### src/rtl/fixed_point.sv
// Shared fixed-point number format for the gfx datapath.
// Signed two's-complement Q8.8 raw value.
package fixed_point;

  typedef logic signed [15:0] fixed_point_t;

endpackage

### src/rtl/fixed_point_accumulator_if.sv
// Operand stream in, packet-sum stream out, for fixed_point_accumulator.
// master drives operands and result-ready; slave is the accumulator.
interface fixed_point_accumulator_if #(
  parameter int COUNT_W = 16
);
  import fixed_point::*;

  logic                in_valid;
  logic                in_ready;
  fixed_point_t        in_data;
  logic                in_last;
  logic                out_valid;
  logic                out_ready;
  fixed_point_t        out_data;
  logic                out_overflow;
  logic [COUNT_W-1:0]  out_count;

  modport master (
    output in_valid, in_data, in_last, out_ready,
    input  in_ready, out_valid, out_data, out_overflow, out_count
  );

  modport slave (
    input  in_valid, in_data, in_last, out_ready,
    output in_ready, out_valid, out_data, out_overflow, out_count
  );

endinterface

### src/rtl/fixed_point_accumulator.sv
// Streaming packet adder: sums fixed_point_t operands per packet, one result per packet.
// Define FIXED_POINT_ACC_SATURATE_EN to clamp overflowing adds instead of wrapping.
module fixed_point_accumulator #(
  parameter int COUNT_W = 16
) (
  input logic                      clk,
  input logic                      rst_n,
  fixed_point_accumulator_if.slave bus
);

  localparam int W = $bits(fixed_point::fixed_point_t);

  typedef enum logic [1:0] {
    IDLE,
    ACCUM,
    OUTPUT
  } state_t;

  state_t             state, state_nxt;
  logic [W-1:0]       acc, acc_nxt, acc_add, sum, din;
  logic               ovf, ovf_nxt, add_ovf, beat;
  logic [COUNT_W-1:0] cnt, cnt_nxt;

  assign din = bus.in_data;
  assign sum = acc + din;
  // Same operand signs with a differing result sign is the only overflow case.
  assign add_ovf = (acc[W-1] == din[W-1]) && (sum[W-1] != acc[W-1]);

`ifdef FIXED_POINT_ACC_SATURATE_EN
  assign acc_add = add_ovf ? (acc[W-1] ? {1'b1, {(W-1){1'b0}}}
                                       : {1'b0, {(W-1){1'b1}}})
                           : sum;
`else
  assign acc_add = sum;
`endif

  assign bus.in_ready     = (state != OUTPUT);
  assign bus.out_valid    = (state == OUTPUT);
  assign bus.out_data     = fixed_point::fixed_point_t'(acc);
  assign bus.out_overflow = ovf;
  assign bus.out_count    = cnt;

  assign beat = bus.in_valid && (state != OUTPUT);

  always_comb begin
    state_nxt = state;
    acc_nxt   = acc;
    ovf_nxt   = ovf;
    cnt_nxt   = cnt;
    case (state)
      IDLE: begin
        if (beat) begin
          acc_nxt   = din;
          ovf_nxt   = 1'b0;
          cnt_nxt   = COUNT_W'(1);
          state_nxt = bus.in_last ? OUTPUT : ACCUM;
        end
      end
      ACCUM: begin
        if (beat) begin
          acc_nxt = acc_add;
          ovf_nxt = ovf | add_ovf;
          cnt_nxt = (&cnt) ? cnt : cnt + 1'b1;
          if (bus.in_last) state_nxt = OUTPUT;
        end
      end
      OUTPUT: begin
        if (bus.out_ready) state_nxt = IDLE;
      end
      default: state_nxt = IDLE;
    endcase
  end

  always_ff @(posedge clk or negedge rst_n) begin
    if (!rst_n) begin
      state <= IDLE;
      acc   <= '0;
      ovf   <= 1'b0;
      cnt   <= '0;
    end else begin
      state <= state_nxt;
      acc   <= acc_nxt;
      ovf   <= ovf_nxt;
      cnt   <= cnt_nxt;
    end
  end

endmodule
### src/flat_wrapper.sv
// flat-port wrapper written by rule: the top's interface ports become plain ports
module fixed_point_accumulator_flat 
#(
  parameter int COUNT_W = 16
)
  (clk, rst_n, bus_in_valid, bus_in_data, bus_in_last, bus_out_ready, bus_in_ready, bus_out_valid, bus_out_data, bus_out_overflow, bus_out_count);
  fixed_point_accumulator_if #(.COUNT_W(COUNT_W)) bus_i ();
  input logic clk;
  input logic rst_n;
  input wire logic [$bits(bus_i.in_valid)-1:0] bus_in_valid;
  input wire logic [$bits(bus_i.in_data)-1:0] bus_in_data;
  input wire logic [$bits(bus_i.in_last)-1:0] bus_in_last;
  input wire logic [$bits(bus_i.out_ready)-1:0] bus_out_ready;
  output wire logic [$bits(bus_i.in_ready)-1:0] bus_in_ready;
  output wire logic [$bits(bus_i.out_valid)-1:0] bus_out_valid;
  output wire logic [$bits(bus_i.out_data)-1:0] bus_out_data;
  output wire logic [$bits(bus_i.out_overflow)-1:0] bus_out_overflow;
  output wire logic [$bits(bus_i.out_count)-1:0] bus_out_count;
  assign bus_i.in_valid = bus_in_valid;
  assign bus_i.in_data = bus_in_data;
  assign bus_i.in_last = bus_in_last;
  assign bus_i.out_ready = bus_out_ready;
  assign bus_in_ready = bus_i.in_ready;
  assign bus_out_valid = bus_i.out_valid;
  assign bus_out_data = bus_i.out_data;
  assign bus_out_overflow = bus_i.out_overflow;
  assign bus_out_count = bus_i.out_count;
  fixed_point_accumulator #(.COUNT_W(COUNT_W)) u_core (.clk(clk), .rst_n(rst_n), .bus(bus_i));
endmodule
### config.mk
export PLATFORM = sky130hd
export DESIGN_NAME = fixed_point_accumulator_flat
export DESIGN_NICKNAME = d
export VERILOG_FILES = /design/src/rtl/fixed_point.sv /design/src/rtl/fixed_point_accumulator_if.sv /design/src/rtl/fixed_point_accumulator.sv /design/src/flat_wrapper.sv
export SDC_FILE = /design/constraint.sdc
export NUM_CORES = 1
export LEC_CHECK = 0
export ABC_AREA = 1
export CAP_MARGIN = 10
export CORE_ASPECT_RATIO = 1.4
export CORE_MARGIN = 4
export CORE_UTILIZATION = 40
export DETAILED_ROUTE_END_ITERATION = 16
export MAX_ROUTING_LAYER = met4
export PLACE_DENSITY_LB_ADDON = 0.08
export SETUP_SLACK_MARGIN = 0.15
export SYNTH_ARGS = -nofsm -noshare
export SYNTH_HDL_FRONTEND = slang
export SYNTH_SLANG_ARGS = --single-unit
### constraint.sdc
create_clock -name clk -period 3.54 [get_ports clk]
set_clock_uncertainty 0.1 [all_clocks]
set_input_delay 0.354 -clock clk [delete_from_list [all_inputs] [get_ports clk]]
set_output_delay 0.354 -clock clk [all_outputs]
set_load 0.01 [all_outputs]
==> results by group, run 1 <==
Outcome
  – Outcome: finished clean

Final layout
  – Area Overhead vs Synth: 25.3%
  – Share of layout cells above drive strength 1: 0.0707
  – # diodes: 0
  – Fillcell total: 742
  – Fin nets: 518

Job
  – Max-Cap Viols: 0

Logic synthesis
  – Syn Std Cell Area: 2850 sq um
  – Sequential share of the synthesized area: 0.307
  – Async SR Flop Fraction: 1.00
  – Syn avg cell area: 6.72 sq um
  – Cells after synthesis: 425
  – Yosys reg bits: 35
  – Top_reg_cell synth: dfrtp_1
  – Number of flops mapped to enable cells by yosys: 0
  – Synth Warn #: 0
  – Syn Nets: 463
  – Synth unique cells: 35

Power and ir drop
  – Power Total: 1.64 mW
  – Pwr Density: 459 nW/um^2
  – LEAKAGE: 1.78 nW
  – Max IR drop VDD: 0.182 mV

Clock tree
  – CTS clk-pin slew, worst paths: 80 ps
  – CTS root buf: clkbuf_8
  – Postcts setup bufs: 0
  – TritonCTS clock tree: yes
  – Post-CTS sizing: 0
  – CTS Hold Bufs: 0
  – TritonCTS Sinks: 35
  – Clk buf depth: 2
  – Clock Latency Late Sink: 280 ps
  – H-Tree Depth: 2
  – CTS Buf Count: 5

Worst setup path
  – CP Launch Type: primary input
  – Critical path class: primary input to register
  – Crit. End Element: register
  – R2r setup slk: 1500 ps
  – WP data arrival: 2240 ps
  – CP max-delay cell: clkdlybuf4s50_1
  – Worst Setup EP: u_core.bus.out_data[8]
  – Reg2Reg Launch Point: u_core.bus.out_count[0]
  – Worst path max stage delay: 490 ps
  – Crit path from: bus_in_data[0]
  – Data required, critical path: 3650 ps
  – Reg-to-Reg End: u_core.bus.out_count[7]
  – Cell depth of the worst setup path: 13
  – Worst path buffer plus inverter count: 4
  – Crit-path max FO: 4
  – Crit-path leading delay family: buffers and inverters
  – Worst-path cell chain: clkdlybuf4s50_1 -> ha_1 -> inv_1 -> fa_1 -> inv_1 -> nand3_1 -> nand3_1 -> inv_1 -> nor2_1 -> nor2_1 -> nand2_1 -> nand3_1 -> a21oi_1
  – R2R cell count: 10

Floorplanning
  – Initial core utilization: 0.411
  – Core ar.: 6940 sq um
  – DIE AREA: 8570 sq um
  – Chip Height: 108 microns
  – IO Pins: 56
  – FP Rows: 36
  – Die W: 79.4 microns

GRT
  – Gr ovfl total: 0
  – GRT Overall Usage: 0.189
  – Largest net degree at the start of global routing: 36
  – Vias in the first global route: 2747
  – Initial antenna violation count: 0
  – First-pass GRT wire length: 12500 microns

Routing
  – Drt wl/cell: 12.8 microns
  – TritonRoute pass-1 iters: 4
  – Routed vias: 2773
  – Wirelength, routed: 7380 microns
  – Routed Antenna Nets: 0
  – DRT iter0 DRCs: 74
  – Drt drc: 0
  – Detailed-route vias per instance: 4.81

Placement
  – GPL Wtd Cong: 0.879
  – Buffers on Ports: 55
  – DP Worst Slack: 1130 ps
  – DP HPWL: 5610 microns

STA
  – Worst Tran Pin Value: 817 ps
  – Pins Over Slew Limit: 0
  – RSZ-0062 raised after global routing: no
  – Fmax: 0.469 GHz
  – Final Hold Viols: 0
  – Period Utilization, post-route: 0.602
  – Final setup fails: 0
  – Final worst slack: 1410 ps
  – Slew headroom: 0.456
  – Setup TNS: 0 ps
  – Tmin final: 2130 ps

Worst hold path
  – HP Class: primary input to async pin
-- sequential cells by signal (all words and copies together), names as in the netlist --
name and cells:
u_core.bus.out_overflow 1, u_core.bus.out_data 16, u_core.bus.out_count 16, u_core.state 2
-- cells by family after synthesis --
| family | after synthesis | share of synthesized area |
|---|---|---|
| and+or+nand+nor | 249 | 0.386 |
| DFF | 35 | 0.307 |
| xor gates and xnor gates | 9 | 0.0276 |
| AOI/OAI and AO/OA | 49 | 0.105 |
| buffers and inverters | 66 | 0.0978 |
| adders and majority gates | 17 | 0.0772 |
-- worst min path at each step --
stage                       startpoint                       to
6_report                         rst_n   u_core.bus.out_data[4]
5_1_grt                          rst_n   u_core.bus.out_data[4]
4_1_cts                          rst_n  u_core.bus.out_data[10]
3_5_place_dp                     rst_n   u_core.bus.out_data[4]
3_3_place_gp   u_core.bus.out_data[11]  u_core.bus.out_data[11]
2_1_floorplan                    rst_n  u_core.bus.out_count[0]
-- cell usage after synthesis, types with 5 or more instances --
| master | n | share of area |
|---|---|---|
| ha_1 | 16 | 0.070 |
| or2_2 | 5 | 0.011 |
| dfrtp_1 | 35 | 0.31 |
| nor3_1 | 5 | 0.0088 |
| a21oi_1 | 22 | 0.039 |
| inv_1 | 54 | 0.071 |
| nor2_1 | 46 | 0.061 |
| xor2_1 | 6 | 0.018 |
| o21ai_0 | 8 | 0.014 |
| nand4_1 | 7 | 0.015 |
| o21ai_2 | 9 | 0.028 |
| nand3_1 | 40 | 0.070 |
| nand2_1 | 135 | 0.18 |
-- layout by cell type (no fill, tap or decap), drive strengths merged, types with 5 or more instances in the layout --
cell type        n
xor2             6
clkbuf           8
a21oi           22
nand4            8
dfrtp           35
nor2            48
clkdlybuf4s50   54
or2              5
inv             56
nand3           40
ha              16
o21ai           18
nand2          137
nor3             6
-- routing by layer --
metal,vias to the layer above,share of wire,track usage
met5,-,0,-
met4,0,0.018,0.0688
met3,10,0.030,0.0250
met2,61,0.53,0.337
met1,1239,0.43,0.216
li1,1463,-,-
-- layout make-up --
| type | count | area, sq um | area share |
|---|---|---|---|
| flip-flops and latches | 35 | 876 | 0.245 |
| multi-input cells | 324 | 1700 | 0.476 |
| clock buffers | 8 | 100 | 0.0280 |
| inverters | 56 | 210 | 0.0588 |
| repair buffers | 58 | 568 | 0.159 |
| well taps | 95 | 119 | 0.0333 |
-- stage by stage --
stage	hold slack, ps	cell area [sq um]	utilization	std cells
global placement	398	3470	0.501	568
detailed placement	406	3470	0.501	568
CTS	90.6	3570	0.515	576
finish	57.4	3570	0.515	576
global route	128	3570	0.515	576
floorplan	-41.6	2850	-	425
-- power by group --
part | internal [mW] | total (mW) | switching (mW)
sequential | 0.462 | 0.527 | 0.0652
clock | 0.178 | 0.325 | 0.147
combinational | 0.344 | 0.788 | 0.444
total | 0.983 | 1.64 | 0.656
(Power assumes the default switching activity.)
==> run 2, diff against run 1 <==
- clock period: 3.54 -> 1.8 ns (I/O delays scaled with it)
==> results by group, run 2 (same netlist as run 1, synthesis figures left out) <==
Job
  – Max-Cap Viols: 0 (unchanged)

STA
  – Final setup fails: 0 (unchanged)
  – RSZ-0062 raised after global routing: yes (was no)
  – Period Utilization, post-route: 0.992
  – Final Hold Viols: 0 (unchanged)
  – Slew headroom: 0.663 (was 0.456)
  – WHS: 160 ps (was 57.4 ps)
  – Fmax: 0.560 GHz
  – Tmin final: 1790 ps
  – Setup TNS: 0 ps (unchanged)
  – Worst Tran Pin Value: 505 ps (was 817 ps)
  – Pins Over Slew Limit: 0 (unchanged)

Floorplanning
  – Initial core utilization: 0.411 (unchanged)
  – IO Pins: 56 (unchanged)
  – FP Rows: 36 (unchanged)
  – DIE AREA: 8570 sq um (unchanged)
  – Chip Height: 108 microns (unchanged)
  – Core ar.: 6940 sq um (unchanged)
  – Die W: 79.4 microns (unchanged)

Worst setup path
  – Crit. End Element: register (unchanged)
  – CP Launch Type: register (was primary input)
  – Crit-path max FO: 4 (unchanged)
  – Cell mode on critical path: inv_2
  – Critical path class: register to register (was primary input to register)
  – Worst path buffer plus inverter count: 3 (was 4)
  – WP data arrival: 1910 ps (was 2240 ps)
  – R2r setup slk: 10 ps (was 1500 ps)
  – Worst-path cell chain: ha_2 -> inv_2 -> fa_2 -> inv_2 -> nand3_2 -> nand3_4 -> inv_1 -> nor2_2 -> nor2_1 -> nand2_1 -> nand3_1 -> a21oi_1 (was clkdlybuf4s50_1 -> ha_1 -> inv_1 -> fa_1 -> inv_1 -> nand3_1 -> nand3_1 -> inv_1 -> nor2_1 -> nor2_1 -> nand2_1 -> nand3_1 -> a21oi_1)
  – Crit-path leading delay family: adder cells (was buffers and inverters)
  – Worst path max stage delay: 360 ps (was 490 ps)
  – Data required, critical path: 1930 ps (was 3650 ps)
  – CP max-delay cell: dfrtp_1 (was clkdlybuf4s50_1)

Final layout
  – Final Instance Area: 4830 sq um (was 3570 sq um)
  – Area Overhead vs Synth: 69.4% (was 25.3%)
  – # diodes: 0 (unchanged)
  – Share of layout cells above drive strength 1: 0.380 (was 0.0707)
  – Commonest non-fill, non-tap cell in the layout: nand2_1 (unchanged)
  – Fin nets: 590 (was 518)
  – Commonest non-fill, non-tap cells in the layout: nand2_1 (95), buf_4 (65), inv_1 (45) (was nand2_1 (135), inv_1 (54), clkdlybuf4s50_1 (54))

Clock tree
  – CTS root buf: clkbuf_8 (unchanged)
  – TritonCTS Sinks: 35 (unchanged)
  – TritonCTS clock tree: yes (unchanged)
  – CTS clk-pin slew, worst paths: 80 ps (about the same)
  – H-Tree Depth: 2 (unchanged)
  – CTS Buf Count: 5 (unchanged)
  – Clk buf depth: 2 (unchanged)
  – Clock Latency Late Sink: 290 ps (was 280 ps)

Routing
  – Top sig layer: met4 (unchanged)
  – Routed vias: 3236 (was 2773)
  – Met3 wire len: 279 microns (was 223 microns)
  – Drt wl/cell: 13.8 microns (was 12.8 microns)
  – WL met2: 4850 microns (was 3880 microns)
  – Drt drc: 0 (unchanged)
  – Detailed-route vias per instance: 4.99 (was 4.81)
  – DRT iter0 DRCs: 88 (was 74)
  – M1 WL: 3480 microns (was 3150 microns)
  – TritonRoute pass-1 iters: 4 (unchanged)
  – Routed Antenna Nets: 0 (unchanged)
  – Wirelength, routed: 8940 microns (was 7380 microns)

Placement
  – DP HPWL: 6310 microns (was 5610 microns)
  – Buffers on Ports: 55 (unchanged)
  – Placed Instance Area: 3960 sq um (was 3470 sq um)
  – GPL Wtd Cong: 0.901 (was 0.879)

GRT
  – Largest net degree at the start of global routing: 26 (was 36)
  – First-pass GRT wire length: 14500 microns (was 12500 microns)
  – Gr ovfl total: 0 (unchanged)
  – Vias in the first global route: 3231 (was 2747)
  – Initial antenna violation count: 0 (unchanged)
  – GRT Overall Usage: 0.219 (was 0.189)

Power and ir drop
  – Max IR drop VDD: 0.502 mV (was 0.182 mV)
  – Pwr Density: 889 nW/um^2 (was 459 nW/um^2)
  – LEAKAGE: 2.56 nW (was 1.78 nW)

Outcome
  – Outcome: finished clean (unchanged)

Worst hold path
  – HP Class: primary input to register (was primary input to async pin)
-- run 2: where the power goes --
part           switching (mW)  total, mW  internal (mW)
combinational            1.28       2.59           1.30
clock                   0.316      0.666          0.350
sequential              0.132       1.04          0.910
total                    1.73       4.30           2.56
-- run 2: area by class of cell --
class,instances,area [sq um]
clock buffer,8,100
inverter,56,216
multi-input combinational,324,2260
tap,95,119
timing repair buffer,130,1250
fill,613,2100
sequential,35,886
-- run 2: layer usage --
| metal | global-route usage | vias to the layer above |
|---|---|---|
| met1 | 0.231 | 1524 |
| met4 | 0.102 | 0 |
| li1 | - | 1622 |
| met2 | 0.401 | 65 |
| met3 | 0.0275 | 25 |
| met5 | - | - |
-- run 2: worst min-delay path, cell delays in order --
cell            delay (ps)
dlymetal6s2s_1         160
o211ai_1               120
nand2_1                 60
-- run 2: timing repair --
action,4_1_cts,5_1_grt
pin swaps,30,30
gates resized for setup,54,91
hold buffers,1,0
hold endpoints to repair,18,0
endpoints found under the setup margin,28,53
setup buffers,17,7
-- run 2: per-stage QoR --
step	power (mW)	worst slack, ps	utilization	cells
2_1_floorplan	2.13	40.7	-	425
3_3_place_gp	2.97	-291	0.570	615
3_5_place_dp	3.00	-335	0.570	615
4_1_cts	4.05	19.2	0.644	641
5_1_grt	4.61	-72.9	0.697	648
6_report	4.30	13.7	0.697	648
-- run 2: worst paths after layout --
| path | from | endpoint | cells past startpoint |
|---|---|---|---|
| max reg2reg | u_core.bus.out_data[0] | u_core.bus.out_data[8] | 12 |
| min reg2reg | u_core.bus.out_overflow | u_core.bus.out_overflow | 2 |
| min in group asynchronous | rst_n | u_core.bus.out_data[5] | 2 |
| max | u_core.bus.out_data[0] | u_core.bus.out_data[8] | 12 |
| max in group asynchronous | rst_n | u_core.bus.out_count[11] | 3 |
| min | bus_in_data[5] | u_core.bus.out_data[5] | 3 |
